$ cat config.mk
export PLATFORM = sky130hd
export DESIGN_NAME = mem_stage
export DESIGN_NICKNAME = d
export VERILOG_FILES = /design/src/rtl/mem_stage.sv
export SDC_FILE = /design/constraint.sdc
export NUM_CORES = 1
export LEC_CHECK = 0
export BUFFER_PORTS_ARGS = -buffer_cell sky130_fd_sc_hd__buf_2
export CAP_MARGIN = 0
export CORE_ASPECT_RATIO = 1.5
export CORE_MARGIN = 5
export CORE_UTILIZATION = 52
export CTS_BUF_LIST = sky130_fd_sc_hd__clkbuf_4 sky130_fd_sc_hd__clkbuf_8
export DETAILED_ROUTE_END_ITERATION = 10
export GPL_ROUTABILITY_DRIVEN = 0
export PLACE_DENSITY = 0.95
export SETUP_SLACK_MARGIN = 0.1
export SYNTH_ARGS = -nofsm -noshare
export SYNTH_HDL_FRONTEND = slang
export SYNTH_SLANG_ARGS = --single-unit
export TNS_END_PERCENT = 50
$ cat constraint.sdc
create_clock -name clk_i -period 3.4 [get_ports clk_i]
set_clock_uncertainty 0.1 [all_clocks]
set_input_delay 0 -clock clk_i [delete_from_list [all_inputs] [get_ports clk_i]]
set_output_delay 0 -clock clk_i [all_outputs]
set_load 0.005 [all_outputs]
$ cat src/rtl/mem_stage.sv
// mem_stage: load/store unit between exe_mem and mem_wb with a two-state bus FSM.
// Optional misalignment trap compiled in by MEM_MISALIGN_CHECK_EN.
module mem_stage (
  input  logic        clk_i,
  input  logic        rst_i,
  input  logic        in_valid_i,
  output logic        in_ready_o,
  input  logic [4:0]  reg_waddr_i,
  input  logic        reg_we_i,
  input  logic [31:0] reg_wdata_i,
  input  logic        mem_en_i,
  input  logic [3:0]  mem_op_i,
  input  logic [31:0] mem_addr_i,
  input  logic [31:0] mem_data_i,
  output logic        dbus_req_o,
  output logic        dbus_we_o,
  output logic [31:0] dbus_addr_o,
  output logic [31:0] dbus_wdata_o,
  output logic [3:0]  dbus_be_o,
  input  logic        dbus_ack_i,
  input  logic [31:0] dbus_rdata_i,
  output logic        out_valid_o,
  output logic [4:0]  reg_waddr_o,
  output logic        reg_we_o,
  output logic [31:0] reg_wdata_o,
  output logic        misalign_o
);
  typedef enum logic {IDLE, BUSY} state_t;
  state_t state_q, state_d;
  logic [3:0]  op_q, op_d;
  logic [1:0]  off_q, off_d;
  logic [4:0]  waddr_q, waddr_d;
  logic        we_q, we_d;
  logic        req_q, req_d, bwe_q, bwe_d;
  logic [31:0] baddr_q, baddr_d, bwdata_q, bwdata_d;
  logic [3:0]  be_q, be_d;
  logic        out_valid_q, out_valid_d, rwe_q, rwe_d, mis_q, mis_d;
  logic [4:0]  rwaddr_q, rwaddr_d;
  logic [31:0] rwdata_q, rwdata_d;
  logic        mis, accept;
  logic [1:0]  size;
  logic [3:0]  st_be;
  logic [31:0] st_wd, load_val;
  logic [7:0]  lb;
  logic [15:0] lh;
  assign size   = mem_op_i[1:0];
  assign accept = in_valid_i && state_q == IDLE;
`ifdef MEM_MISALIGN_CHECK_EN
  assign mis = mem_en_i && ((size == 2'b01 && mem_addr_i[0]) || (size[1] && mem_addr_i[1:0] != 2'b00));
`else
  assign mis = 1'b0;
`endif
  // size 2'b11 falls through to word everywhere
  assign st_be = size == 2'b00 ? 4'b0001 << mem_addr_i[1:0] :
                 size == 2'b01 ? (mem_addr_i[1] ? 4'b1100 : 4'b0011) : 4'b1111;
  assign st_wd = size == 2'b00 ? {4{mem_data_i[7:0]}} :
                 size == 2'b01 ? {2{mem_data_i[15:0]}} : mem_data_i;
  assign lb = dbus_rdata_i[{off_q, 3'b000} +: 8];
  assign lh = off_q[1] ? dbus_rdata_i[31:16] : dbus_rdata_i[15:0];
  assign load_val = op_q[1:0] == 2'b00 ? {{24{lb[7] & ~op_q[2]}}, lb} :
                    op_q[1:0] == 2'b01 ? {{16{lh[15] & ~op_q[2]}}, lh} : dbus_rdata_i;
  always_ff @(posedge clk_i) begin
    if (rst_i) state_q <= IDLE;
    else       state_q <= state_d;
  end
  always_comb begin
    state_d = state_q == IDLE ? ((accept && mem_en_i && !mis) ? BUSY : IDLE)
                              : (dbus_ack_i ? IDLE : BUSY);
  end
  always_comb begin
    op_d = op_q; off_d = off_q; waddr_d = waddr_q; we_d = we_q;
    req_d = req_q; bwe_d = bwe_q; baddr_d = baddr_q; bwdata_d = bwdata_q; be_d = be_q;
    out_valid_d = 1'b0; rwaddr_d = rwaddr_q; rwe_d = rwe_q; rwdata_d = rwdata_q; mis_d = mis_q;
    if (accept && !mem_en_i) begin
      out_valid_d = 1'b1;
      rwaddr_d    = reg_waddr_i;
      rwe_d       = reg_we_i && reg_waddr_i != 5'd0;
      rwdata_d    = reg_wdata_i;
      mis_d       = 1'b0;
    end else if (accept && mis) begin
      out_valid_d = 1'b1;
      rwaddr_d    = reg_waddr_i;
      rwe_d       = 1'b0;
      mis_d       = 1'b1;
    end else if (accept) begin
      op_d     = mem_op_i;
      off_d    = mem_addr_i[1:0];
      waddr_d  = reg_waddr_i;
      we_d     = reg_we_i;
      req_d    = 1'b1;
      bwe_d    = mem_op_i[3];
      baddr_d  = {mem_addr_i[31:2], 2'b00};
      bwdata_d = st_wd;
      be_d     = mem_op_i[3] ? st_be : 4'b1111;
    end else if (state_q == BUSY && dbus_ack_i) begin
      req_d       = 1'b0;
      out_valid_d = 1'b1;
      rwaddr_d    = waddr_q;
      rwe_d       = !op_q[3] && we_q && waddr_q != 5'd0;
      rwdata_d    = op_q[3] ? rwdata_q : load_val;
      mis_d       = 1'b0;
    end
  end
  always_ff @(posedge clk_i) begin
    if (rst_i) begin
      op_q <= '0; off_q <= '0; waddr_q <= '0; we_q <= 1'b0;
      req_q <= 1'b0; bwe_q <= 1'b0; baddr_q <= '0; bwdata_q <= '0; be_q <= '0;
      out_valid_q <= 1'b0; rwaddr_q <= '0; rwe_q <= 1'b0; rwdata_q <= '0; mis_q <= 1'b0;
    end else begin
      op_q <= op_d; off_q <= off_d; waddr_q <= waddr_d; we_q <= we_d;
      req_q <= req_d; bwe_q <= bwe_d; baddr_q <= baddr_d; bwdata_q <= bwdata_d; be_q <= be_d;
      out_valid_q <= out_valid_d; rwaddr_q <= rwaddr_d; rwe_q <= rwe_d; rwdata_q <= rwdata_d; mis_q <= mis_d;
    end
  end
  assign in_ready_o   = state_q == IDLE;
  assign dbus_req_o   = req_q;
  assign dbus_we_o    = bwe_q;
  assign dbus_addr_o  = baddr_q;
  assign dbus_wdata_o = bwdata_q;
  assign dbus_be_o    = be_q;
  assign out_valid_o  = out_valid_q;
  assign reg_waddr_o  = rwaddr_q;
  assign reg_we_o     = rwe_q;
  assign reg_wdata_o  = rwdata_q;
  assign misalign_o   = mis_q;
endmodule

## After elaboration in Yosys (flattened, before gate mapping)

Cells that the tools add are included.

- Reductions and logical operators: 19
- Equal/unequal tests: 4
- Shift operators: 2
- Mux-type cells: 27
- Bitwise gates (word level): 5

Operators with widths:

| operator | number |
|---|---|
| 2-to-1 mux 32 bit | 8 |
| variable part select 32 x 6 -> 8 bit | 1 |
| 2-to-1 mux 16 bit | 1 |
| 2-to-1 mux 4 bit | 4 |
| 2-to-1 mux 5 bit | 3 |
| 2-to-1 mux 1 bit | 11 |
| nonzero test 5 bit | 2 |
| logical AND 1 bit | 7 |
| AND reduction 2 bit | 3 |
| equality test 2 x 1 -> 1 bit, second input constant | 2 |
| logical NOT 2 bit | 2 |
| != test 2 x 1 -> 1 bit, second input constant | 2 |
| nonzero test 2 bit | 2 |
| left shift 1 x 2 -> 4 bit, first input constant | 1 |
| inverter 1 bit | 3 |
| AND reduction 3 bit | 1 |
| bitwise AND 1 bit | 2 |
| logical NOT 1 bit | 2 |

- Logic and storage cells: 71
- Bits of input ports: 143
- Register bits: 120
- Output and inout port bits: 111

## Logic depth before layout (Yosys ltp)

- Depth in word-level cells: 8
- Gate-level depth with buffers: 7
- Gate-level depth less buffers: 4

## Least setup slack after synthesis

No wires, ideal clock.

- Path type: register to register
- From: register off_q[1]
- To: register rwdata_q[16] (netlist: reg_wdata_o[16])
- Period minus slack after synthesis: 1.598 ns
- Slack: 1.802 ns
- Stages on the path, launching flop included: 7
- Arrival time: 1.376 ns
- Setup time: 0.122 ns
- Path buffers: 2
- Required time: 3.178 ns
- Cell sequence: dfxtp_1 -> buf_2 -> mux2i_1 -> nor3_1 -> o31ai_4 -> buf_2 -> a21oi_1

- Longest elaborated chain between the ends: 8
- Elaborated cells between the ends (all ways): 10
- Those cells by class: shift: 1; mux: 7; bitwise: 2

Ends and longest elaborated chain:

| item | RTL line | source |
|---|---|---|
| from (decl) | 31 | `logic [1:0] off_q, off_d;` |
| from (signal assigned) | 106 | `op_q <= '0; off_q <= '0; waddr_q <= '0; we_q <= 1'b0;` |
| from (signal assigned) | 110 | `op_q <= op_d; off_q <= off_d; waddr_q <= waddr_d; we_q <= we_d;` |
| branches (longest 3 deep; another with variable part select 32 x 6 -> 8 bit) | n/a |  |
| 2-to-1 mux 32 bit (*) | 60 | `assign load_val = op_q[1:0] == 2'b00 ? {{24{lb[7] & ~op_q[2]}}, lb} :` |
| 2-to-1 mux 32 bit (*) | 100 | `rwdata_d = op_q[3] ? rwdata_q : load_val;` |
| 2-to-1 mux 32 bit (*) | 95 | `end else if (state_q == BUSY && dbus_ack_i) begin` |
| 2-to-1 mux 32 bit (*) | 85 | `end else if (accept) begin` |
| 2-to-1 mux 32 bit (*) | 74 | `if (accept && !mem_en_i) begin` |
| to (signal assigned) | 112 | `out_valid_q <= out_valid_d; rwaddr_q <= rwaddr_d; rwe_q <= rwe_d; rwdata_q <= rwdata_d; mis_q <= mis_d;` |
| to (decl) | 39 | `logic [31:0] rwdata_q, rwdata_d;` |

Mark *: on every way between the ends. The select of a mux whose other input is x is not followed.
A chain may end at the register's enable or synchronous reset.

## Worst setup path in the final report

- From: register off_q[0]
- To: register rwdata_q[3] (netlist: reg_wdata_o[3])

- Longest elaborated chain between the ends: 6

Ends and longest elaborated chain:

| item | RTL line | source |
|---|---|---|
| variable part select 32 x 6 -> 8 bit | 58 | `assign lb = dbus_rdata_i[{off_q, 3'b000} +: 8];` |
| 2-to-1 mux 32 bit | 60 |  |
| 2-to-1 mux 32 bit | 100 |  |
| 2-to-1 mux 32 bit | 95 |  |
| 2-to-1 mux 32 bit | 85 |  |
| 2-to-1 mux 32 bit | 74 |  |

Every way passes these cells. The select of a mux whose other input is x is not followed.

==> impl_metrics.toml <==
[status]
status = "completed"

[setup_path]
cpPeakStageDelay_ps = 720
cp_num_buf_inv = 2
start_kind = "register"
critical_path.startpoint = "off_q[0]$_SDFFE_PP0P_"
required_ps = 3610
critPathTopFamily = "buffers and inverters"
crit_arrival_ps = 3420
critPathMostFrequentCell = "dlygate4sd3_1"
critical_path_class = "register to register"
end_kind = "register"
cp_max_fo = 15
worstPathCellList = "nor2b_2 > nor3b_1 > o21ai_0 > dlygate4sd3_1 > nor4b_2 > dlygate4sd3_1"
critPathSlowestCell = "dfxtp_1"
r2r_start = "off_q[0]$_SDFFE_PP0P_"

[synthesis]
synthTopCellsByArea = "dfxtp_1 44%, nand2_1 11%, a21oi_1 8.2%, mux2i_1 5.9%, o221ai_1 4.8%"
synthDistinctLibCells = 39
yosys_warnings = 0
yosys.area.top_type = "dfxtp_1"
synthesis.area_sq_um = 5450
synth_mux_area_share_pct = 6.29
avgSynthCellArea_sq_um = 8.05
synth_xor_area_share_pct = 0
synth_top_family_by_area = "compound AO/OA/AOI/OAI gates"
synth-simple-area-share_pct = 19.3
synth_compound_area_share_pct = 23.9
syn_inst = 677
synth-seq-cells = 119
synth_top_area_share_pct = 43.7
synth-seq-area-share_pct = 43.7
synth_fa_ha_area_share_pct = 0

[finish]
nets = 1178
multi_input_area_sq_um = 2720
register_area_sq_um = 2380
area_delta_synth_final_pct = 56.2
insertedDiodeCount = 0
drive_above_1_share_pct = 29.0
num-fill-cells = 530

[timing]
drv_slew = 0
setup_violations = 0
tightest_slew_ps = 927
setup_ws_ps = 188
post-route-period-util_pct = 94.5
report.final.hold_viol_count = 0
relSlewSlack_pct = 37.9
max_freq_mhz = 311
min_period_ps = 3210
grt_setup_unrepaired = "false"
tns_ps = 0

[global_route]
grt_start_max_net_pins = 86
grt_util_all_layers_pct = 40.0
grt_pass1_vias = 7340
overflow = 0
grt_pass1_wl_mm = 38.9
grt_antenna_before_repair = 0

[clock_tree]
cts.htree.levels = 4
clkTransAtPathRegs_ps = 70
clockBufferDepth = 2
cts_tree = "built"
clock_sinks = 119
ctsRootBufferMaster = "clkbuf_8"
clk_latency_ps = 430
cts_inserted_buffers = 17

[power_and_ir_drop]
finalPower_uw = 3610
p_leak_uw = 0.00391
ir_drop_uv = 374
p_per_area_nw_per_um2 = 424

[drt]
ant_nets = 0
wl_per_cell_microns = 21.5
drt_iter0_markers = 579
first_pass_iters = 5
drc = 0
vias = 7245
via_per_inst = 6.09
totalWireLength_mm = 25.6

[die]
core.rowCount = 45
pin_count = 254
die_area_sq_um = 12700
die_h_microns = 135
core_area_sq_um = 10200
die_width_microns = 93.6
start_util_pct = 53.5

[place]
io_buffers = 250
dpl.hpwl_mm = 13.4
place_ws_ps = 1200

[flow_run]
cap_viol_max_count = 0

[min_path]
hp-class = "input port to register"
hold_start = "mem_op_i[1]"
-- final timing paths --
kind                                 endpoint  slack, ps  cells past startpoint
hold / removal           op_q[1]$_SDFFE_PP0P_         70                      3
setup / recovery  reg_wdata_o[3]$_SDFFE_PP0P_        190                      6
setup reg to reg  reg_wdata_o[3]$_SDFFE_PP0P_        190                      6
hold reg to reg   dbus_addr_o[5]$_SDFFE_PP0P_        350                      2
-- tightest hold or removal path, cell delays in order --
cell	delay, ps
buf_2	320
nand2_1	140
a21oi_1	70
-- sequential cells by signal, summed over array words and instances, names as in the netlist --
| signal | cells |
|---|---|
| dbus_wdata_o | 32 |
| reg_we_o | 1 |
| dbus_req_o | 1 |
| waddr_q | 5 |
| off_q | 2 |
| dbus_be_o | 4 |
| dbus_addr_o | 30 |
| reg_wdata_o | 32 |
| we_q | 1 |
| state_q | 1 |
| out_valid_o | 1 |
| reg_waddr_o | 5 |
| op_q | 4 |
-- routing by layer --
| metal | routed length, microns | track usage [%] | vias up |
|---|---|---|---|
| met5 | 0 | 0 | - |
| met4 | 2040 | 28.4 | 0 |
| met3 | 2890 | 12.7 | 193 |
| met2 | 12500 | 68.8 | 683 |
| met1 | 8130 | 40.3 | 3265 |
| li1 | - | - | 3104 |
-- metrics by stage --
step / instances / utilization (%) / hold WS, ps / area [sq um]
2_1_floorplan: 679 / - / 36.0 / 5460
3_3_place_gp: 1015 / 65.6 / 141 / 6680
3_5_place_dp: 1015 / 65.6 / 147 / 6680
4_1_cts: 1189 / 83.5 / 29.7 / 8510
5_1_grt: 1189 / 83.6 / 98.0 / 8520
6_report: 1189 / 83.6 / 68.4 / 8520
-- logic make-up (layout without fill, tap and decap cells) --
| logic type | Yosys count | in the layout |
|---|---|---|
| buf+inv | 88 | 457 |
| simple gates | 233 | 233 |
| compound gates | 203 | 203 |
| flops | 119 | 119 |
| mux | 33 | 33 |
| other cells | 1 | 3 |
-- synthesized netlist by cell type --
cell	number
nor2_1	46
and3b_1	1
nand3b_1	2
conb_1	1
nor3b_1	10
or3b_1	1
nor4_2	1
mux2i_1	32
mux4_2	1
a21oi_1	89
nand2b_1	3
o211ai_1	1
dfxtp_1	119
clkbuf_1	39
o21bai_1	1
o221ai_1	30
a21oi_2	1
o31ai_4	1
a221o_1	1
o21ai_0	29
a2111oi_2	1
nor3_1	2
buf_2	16
a221oi_1	10
o211a_1	1
a211oi_1	13
o22ai_1	9
buf_4	5
a311oi_1	8
a22oi_1	8
and3_1	2
nor4b_2	7
nand2_1	153
clkinv_1	1
nand4b_1	1
nor2b_1	2
buf_1	1
inv_1	26
or4_1	2
-- layout make-up --
cell class,count,share of cell area (%)
Timing Repair Buffer,398,32.1
Inverter,27,1.19
Tap cell,141,2.07
Clock buffer,22,3.26
Sequential cell,119,28.0
Multi-Input combinational cell,472,31.9
Clock inverter,10,1.50
-- layout by cell type (no fill, tap or decap), types with 2 or more instances in the layout --
master           n
nor2_1          45
a22oi_1          8
nor3_1           2
o21ai_0         29
conb_1           3
clkbuf_8        18
bufinv_16        3
dfxtp_1        119
o22ai_1          9
a311oi_1         8
nand2b_1         3
nand2_1        153
nor4b_2          7
nor3b_1          9
a211oi_1        13
a21oi_1         89
or4_1            2
o221ai_1        30
buf_4            5
clkbuf_4         4
clkinv_2         6
nand3b_1         2
inv_1           26
dlygate4sd3_1  142
a221oi_1        10
buf_2          250
mux2i_1         32
-- where the power goes --
group / internal, uW / switching (uW)
sequential: 1480 / 66.0
combinational: 356 / 385
clock: 769 / 551
-- repair_timing --
item,CTS,global route
endpoints found under the setup margin,0,1
hold buffers,142,0
buffers inserted,0,0
endpoints found under the hold margin,116,0
gates resized for setup,0,2
(Power assumes the default switching activity.)
